--- src/rtl/dcache_pkg.sv ---
// Shared types and helpers for the direct-mapped write-back data cache controller.
// Holds the FSM state encoding, the store strobe width and the byte-merge helper.
package dcache_pkg;

    localparam int WSTRB_W = 4;

    typedef enum logic [1:0] {
        ST_IDLE   = 2'd0,
        ST_WB     = 2'd1,
        ST_REFILL = 2'd2
    } state_e;

    // Byte i of the result comes from new_w when strb[i] is set, else from old_w.
    function automatic logic [31:0] merge_bytes(
        input logic [31:0]        old_w,
        input logic [31:0]        new_w,
        input logic [WSTRB_W-1:0] strb
    );
        logic [31:0] res;
        res = old_w;
        for (int i = 0; i < WSTRB_W; i++) begin
            if (strb[i]) res[i*8 +: 8] = new_w[i*8 +: 8];
        end
        return res;
    endfunction

endpackage

--- src/rtl/dcache_array.sv ---
// Tag/valid/dirty/data storage for the cache: one combinational read port and one
// synchronous write port; only valid and dirty are cleared by reset.
module dcache_array #(
    parameter int INDEX_WIDTH = 6,
    parameter int TAG_WIDTH   = 24
) (
    input  logic                   clk,
    input  logic                   rst,
    input  logic [INDEX_WIDTH-1:0] rd_idx_i,
    output logic                   rd_valid_o,
    output logic                   rd_dirty_o,
    output logic [TAG_WIDTH-1:0]   rd_tag_o,
    output logic [31:0]            rd_data_o,
    input  logic [INDEX_WIDTH-1:0] wr_idx_i,
    input  logic                   wr_meta_en_i,
    input  logic                   wr_valid_i,
    input  logic                   wr_dirty_i,
    input  logic [TAG_WIDTH-1:0]   wr_tag_i,
    input  logic                   wr_data_en_i,
    input  logic [31:0]            wr_data_i
);

    localparam int NLINES = 1 << INDEX_WIDTH;

    logic [NLINES-1:0]    valid_q;
    logic [NLINES-1:0]    dirty_q;
    logic [TAG_WIDTH-1:0] tag_q  [NLINES];
    logic [31:0]          data_q [NLINES];

    assign rd_valid_o = valid_q[rd_idx_i];
    assign rd_dirty_o = dirty_q[rd_idx_i];
    assign rd_tag_o   = tag_q[rd_idx_i];
    assign rd_data_o  = data_q[rd_idx_i];

    always_ff @(posedge clk) begin
        if (rst) begin
            valid_q <= '0;
            dirty_q <= '0;
        end else if (wr_meta_en_i) begin
            valid_q[wr_idx_i] <= wr_valid_i;
            dirty_q[wr_idx_i] <= wr_dirty_i;
        end
    end

    // Tag and data contents survive reset; a cleared valid bit hides them.
    always_ff @(posedge clk) begin
        if (wr_meta_en_i) tag_q[wr_idx_i] <= wr_tag_i;
        if (wr_data_en_i) data_q[wr_idx_i] <= wr_data_i;
    end

endmodule

--- src/rtl/dcache_ctrl.sv ---
// Direct-mapped, write-back, write-allocate data cache controller (one word per line).
// Hits complete combinationally; misses stall through an optional write-back then a refill.
module dcache_ctrl
    import dcache_pkg::*;
#(
    parameter int INDEX_WIDTH = 6,
    parameter int ADDR_WIDTH  = 32
) (
    input  logic                  clk,
    input  logic                  rst,
    input  logic                  cpu_req,
    input  logic                  cpu_we,
    input  logic [ADDR_WIDTH-1:0] cpu_addr,
    input  logic [31:0]           cpu_wdata,
    input  logic [WSTRB_W-1:0]    cpu_wstrb,
    output logic [31:0]           cpu_rdata,
    output logic                  cpu_stall,
    output logic                  mem_cs,
    output logic                  mem_we,
    output logic [ADDR_WIDTH-1:0] mem_addr,
    output logic [31:0]           mem_din,
    input  logic [31:0]           mem_dout,
    input  logic                  mem_ack,
    output state_e                dbg_state_o
);

    localparam int TAG_W = ADDR_WIDTH - INDEX_WIDTH - 2;

    state_e                  state_q;
    logic [ADDR_WIDTH-1:2]   miss_addr_q;
    logic                    miss_we_q;
    logic [31:0]             miss_wdata_q;
    logic [WSTRB_W-1:0]      miss_wstrb_q;

    logic [ADDR_WIDTH-1:2]   lk_addr;
    logic [INDEX_WIDTH-1:0]  lk_idx;
    logic [TAG_W-1:0]        lk_tag;
    logic                    rd_valid;
    logic                    rd_dirty;
    logic [TAG_W-1:0]        rd_tag;
    logic [31:0]             rd_data;
    logic                    hit;

    logic                    wr_meta_en;
    logic                    wr_valid;
    logic                    wr_dirty;
    logic [TAG_W-1:0]        wr_tag;
    logic                    wr_data_en;
    logic [31:0]             wr_data;

    logic                    unused_addr_bits;
    assign unused_addr_bits = ^cpu_addr[1:0];

    // While a miss is in flight the array is indexed by the latched address, so the
    // read port shows the victim during WB and the target line during REFILL.
    assign lk_addr = (state_q == ST_IDLE) ? cpu_addr[ADDR_WIDTH-1:2] : miss_addr_q;
    assign lk_idx  = lk_addr[INDEX_WIDTH+1:2];
    assign lk_tag  = lk_addr[ADDR_WIDTH-1:INDEX_WIDTH+2];

    dcache_array #(
        .INDEX_WIDTH (INDEX_WIDTH),
        .TAG_WIDTH   (TAG_W)
    ) u_array (
        .clk          (clk),
        .rst          (rst),
        .rd_idx_i     (lk_idx),
        .rd_valid_o   (rd_valid),
        .rd_dirty_o   (rd_dirty),
        .rd_tag_o     (rd_tag),
        .rd_data_o    (rd_data),
        .wr_idx_i     (lk_idx),
        .wr_meta_en_i (wr_meta_en),
        .wr_valid_i   (wr_valid),
        .wr_dirty_i   (wr_dirty),
        .wr_tag_i     (wr_tag),
        .wr_data_en_i (wr_data_en),
        .wr_data_i    (wr_data)
    );

    assign hit         = cpu_req & rd_valid & (rd_tag == lk_tag);
    assign cpu_rdata   = rd_data;
    assign dbg_state_o = state_q;

    always_comb begin
        cpu_stall  = 1'b0;
        mem_cs     = 1'b0;
        mem_we     = 1'b0;
        mem_addr   = '0;
        mem_din    = '0;
        wr_meta_en = 1'b0;
        wr_valid   = 1'b0;
        wr_dirty   = 1'b0;
        wr_tag     = lk_tag;
        wr_data_en = 1'b0;
        wr_data    = rd_data;
        case (state_q)
            ST_IDLE: begin
                cpu_stall = cpu_req & ~hit;
                if (hit && cpu_we) begin
                    wr_meta_en = 1'b1;
                    wr_valid   = 1'b1;
                    wr_dirty   = 1'b1;
                    wr_data_en = 1'b1;
                    wr_data    = merge_bytes(rd_data, cpu_wdata, cpu_wstrb);
                end
            end
            ST_WB: begin
                cpu_stall = 1'b1;
                mem_cs    = ~mem_ack;
                mem_we    = 1'b1;
                mem_addr  = {rd_tag, lk_idx, 2'b00};
                mem_din   = rd_data;
            end
            ST_REFILL: begin
                cpu_stall = 1'b1;
                mem_cs    = ~mem_ack;
                mem_addr  = {miss_addr_q, 2'b00};
                if (mem_ack) begin
                    wr_meta_en = 1'b1;
                    wr_valid   = 1'b1;
                    wr_dirty   = miss_we_q;
                    wr_data_en = 1'b1;
                    wr_data    = miss_we_q ? merge_bytes(mem_dout, miss_wdata_q, miss_wstrb_q)
                                           : mem_dout;
                end
            end
            default: begin
                cpu_stall = 1'b0;
            end
        endcase
    end

    always_ff @(posedge clk) begin
        if (rst) begin
            state_q <= ST_IDLE;
        end else begin
            case (state_q)
                ST_IDLE: begin
                    if (cpu_req && !hit) begin
                        state_q <= (rd_valid && rd_dirty) ? ST_WB : ST_REFILL;
                    end
                end
                ST_WB: begin
                    if (mem_ack) state_q <= ST_REFILL;
                end
                ST_REFILL: begin
                    if (mem_ack) state_q <= ST_IDLE;
                end
                default: state_q <= ST_IDLE;
            endcase
        end
    end

    // The request is captured once at miss detection; later cpu_* changes do not
    // affect the in-flight miss.
    always_ff @(posedge clk) begin
        if (state_q == ST_IDLE && cpu_req && !hit) begin
            miss_addr_q  <= cpu_addr[ADDR_WIDTH-1:2];
            miss_we_q    <= cpu_we;
            miss_wdata_q <= cpu_wdata;
            miss_wstrb_q <= cpu_wstrb;
        end
    end

endmodule

--- config.mk ---
export PLATFORM = sky130hd
export DESIGN_NAME = dcache_ctrl
export DESIGN_NICKNAME = d
export VERILOG_FILES = /design/src/rtl/dcache_pkg.sv /design/src/rtl/dcache_array.sv /design/src/rtl/dcache_ctrl.sv
export SDC_FILE = /design/constraint.sdc
export NUM_CORES = 2
export LEC_CHECK = 0
export CAP_MARGIN = 20
export CORE_MARGIN = 2
export CORE_UTILIZATION = 30
export DETAILED_ROUTE_END_ITERATION = 6
export GPL_TIMING_DRIVEN = 0
export MAX_ROUTING_LAYER = met4
export PLACE_DENSITY = 0.4
export SLEW_MARGIN = 25
export SYNTH_ARGS = -nofsm -noshare
export SYNTH_HDL_FRONTEND = slang
export SYNTH_HIERARCHICAL = 1
export SYNTH_SLANG_ARGS = --single-unit
--- constraint.sdc ---
create_clock -name clk -period 38.1 [get_ports clk]
set_input_delay 11.43 -clock clk [delete_from_list [all_inputs] [get_ports clk]]
set_output_delay 11.43 -clock clk [all_outputs]
set_load 0.01 [all_outputs]
==> flow_summary.toml <==
[synthesis]
yosysSeqAreaShare_pct = 76.5
netlist_instances = 6955
yosysWarnings = 6
synth.most_common_cell = "edfxtp_1"
yosys.area.top_type = "edfxtp_1"
avgSynthCellArea_um2 = 21.1
ys_top_cells_by_area = "edfxtp_1 (75%), mux4_2 (14%), dfxtp_1 (1.8%)"
synth_top_area_share_pct = 74.8
async_flop_share_pct = 0
synth_enable_flop_cells = 3651
syn-cell-area_um2 = 147000
synthFlopType = "edfxtp_1"
ys_ff_latch = 3781
synth_cell_types = 58
synth_common_cells = "edfxtp_1 (3651), mux4_2 (923), nor2_1 (256), nand2_1 (235)"

[timing]
finalHoldViolations = 0
final.min_clock_period_ps = 32330
relSlewSlack_pct = 14.8
clock_skew_ps = 62.7
max_clock_freq_mhz = 30.9
setup_viol = 0
tightest_slew_ps = 1270
grt_setup_unrepaired = "false"
finalCritPeriodShare_pct = 84.9
drv_slew = 0

[worst_hold_path]
holdPathStages = 2
min_to = "u_array/dirty_q[9]"
hp-start = "u_array/dirty_q[9]"
hp-class = "reg -> reg"

[critical_path]
crit_top_cell = "buf_2"
worstPathMaxFanout = 10
crit_family = "buffers and inverters"
r2r_cells = 28
r2r_start = "dbg_state_o[1]"
reg2reg_slack_ps = 24520
critPathMaxStageDelay_ps = 860
path_class = "in -> out"
cp_slowest_cell = "nand3_2"
r2r-end = "u_array/data_q[42][14]"
startpoint_type = "input port"
crit_chain = "clkdlybuf4s50_1 -> mux2_2 -> buf_2 -> buf_4 -> buf_2 -> buf_2 -> nand3_2 -> clkbuf_2 -> o22ai_1 -> nor4_1 -> nor2_1 -> nor2_1 -> xor2_1 -> nor4_1 -> nand4_1 -> nor2_4 -> buf_6 -> nor3_2 -> buf_4 -> buf_6 -> o21ba_2 -> clkdlybuf4s50_1"
end_kind = "output port"
crit_required_ps = 26670
cp.arrival_ps = 20900
critical_path_buf_inv_count = 10

[detailed_routing]
antenna_left = 0
first_pass_iters = 6
drtIter0Drc = 11421
drt_drc_violations_left = 0
drt-vias-per-instance = 5.50
wirelength_um = 589000
vias = 81152
wl_per_cell_um = 39.9

[pwr]
total_power_mw = 14.0
p_leak_nw = 56.4
powerDensity_nw_per_um2 = 78.4
peakVddDrop_mv = 0.0646

[die]
dieWidth_um = 703
pin_count = 206
dieArea_um2 = 494000
start_util_pct = 30.1
rows = 256
core_um2 = 487000
die_h_um = 703

[clocking]
cts_buffer_depth = 4
ctsHoldBuffers = 0
clk_pin_slew_worst_paths_ps = 60
cts_sinks = 3781
cts_buffers = 424
cts-resized-gates = 0
clock_latency_ps = 1020
clockRootBuffer = "clkbuf_16"
htree_levels = 5
post_cts_buffers = 0
cts_tree = "yes"

[cells_and_area]
utilization_pct = 36.8
drive_gt1_share_pct = 29.2
final_nets = 8015
syn_to_final_growth_pct = 22.2

[placement]
io_buffers = 201
dp_hpwl_um = 420000
place.gp.congestion = 0.915

[global_routing]
grt_max_degree = 67
grt.total_usage_pct = 24.1
grt_pass1_vias = 79927
grt_antenna_before_repair = 79
grt.overflow.total = 0
grt_pass1_wl_um = 766000

[run_status]
status = "completed"

[job]
drv_cap = 0
==> logic make-up (layout without fill, tap and decap cells) <==
logic type,after synthesis,count (layout),share of synthesized area (%)
flops,3781,3781,76.5
mux,1215,1215,16.3
compound gates,719,719,3.21
buf+inv,466,1766,1.50
simple gates,746,746,2.33
xor+xnor,23,23,0.137
fa+ha+maj,4,4,0.0341
other cells,1,39,0.00256
==> how the worst max path moves through the flow <==
stage | start | to | slack [ps] | cells past startpoint
2_1_floorplan | cpu_addr[2] | cpu_stall | 7580 | 17
3_3_place_gp | cpu_addr[3] | cpu_stall | -3790 | 18
3_5_place_dp | cpu_addr[4] | cpu_stall | 5770 | 22
4_1_cts | cpu_addr[4] | cpu_stall | 5750 | 22
5_1_grt | cpu_addr[4] | cpu_stall | 5740 | 22
6_report | cpu_addr[4] | cpu_stall | 5770 | 22
==> sequential cells by signal (all words and copies together), names as in the netlist, 2 cells and up <==
register,flops
u_array/data_q,2048
u_array/tag_q,1536
u_array/dirty_q,64
u_array/valid_q,64
miss_wdata_q,32
miss_addr_q,30
miss_wstrb_q,4
dbg_state_o,2
==> cell type report <==
cell class	instances	area [um2]
well taps	6450	8070
flip-flops and latches	3781	112000
repair buffers	524	9350
clock inverters	238	2210
multi-input cells	2709	33600
diodes	37	92.6
clock buffers	538	11300
plain buffers	429	2220
fillers	44358	307000
inverters	37	159
==> layout by cell type (no fill, tap or decap), types with 148 or more instances in the layout <==
cell	n
buf_12	154
a21oi_1	169
mux4_2	923
clkbuf_1	220
nor2_1	151
buf_16	148
clkdlybuf4s50_1	201
mux2i_1	221
edfxtp_1	3651
clkbuf_16	434
nand2_1	230
o22ai_1	166
==> power by group <==
part / internal [mW] / switching [mW] / total, mW
Clock: 2.34 / 1.70 / 4.04
Combinational: 1.30 / 3.27 / 4.57
Sequential: 5.43 / 0.0116 / 5.45
==> metrics by stage <==
stage / std cells / setup slack [ps] / hold WS [ps] / cell area (um2) / TNS [ps]
3_3_place_gp: 13607 / -3790 / 445 / 157000 / -3790
2_1_floorplan: 6956 / 7580 / 433 / 147000 / 0
4_1_cts: 14706 / 5750 / 455 / 179000 / 0
3_5_place_dp: 13930 / 5770 / 448 / 166000 / 0
6_report: 14743 / 5770 / 455 / 179000 / 0
5_1_grt: 14718 / 5740 / 473 / 179000 / 0
==> worst min-delay path, stage by stage (launching register included) <==
cell     delay (ps)
dfxtp_1         310
nand2_1          50
a21oi_1          50
==> routing by layer <==
layer	wire length [um]	global-route usage [%]	vias up
met5	0	-	-
met4	18700	6.80	0
met3	46300	4.56	728
met2	270000	36.6	3994
met1	254000	33.1	45267
li1	-	-	31163
(Power assumes the default switching activity.)
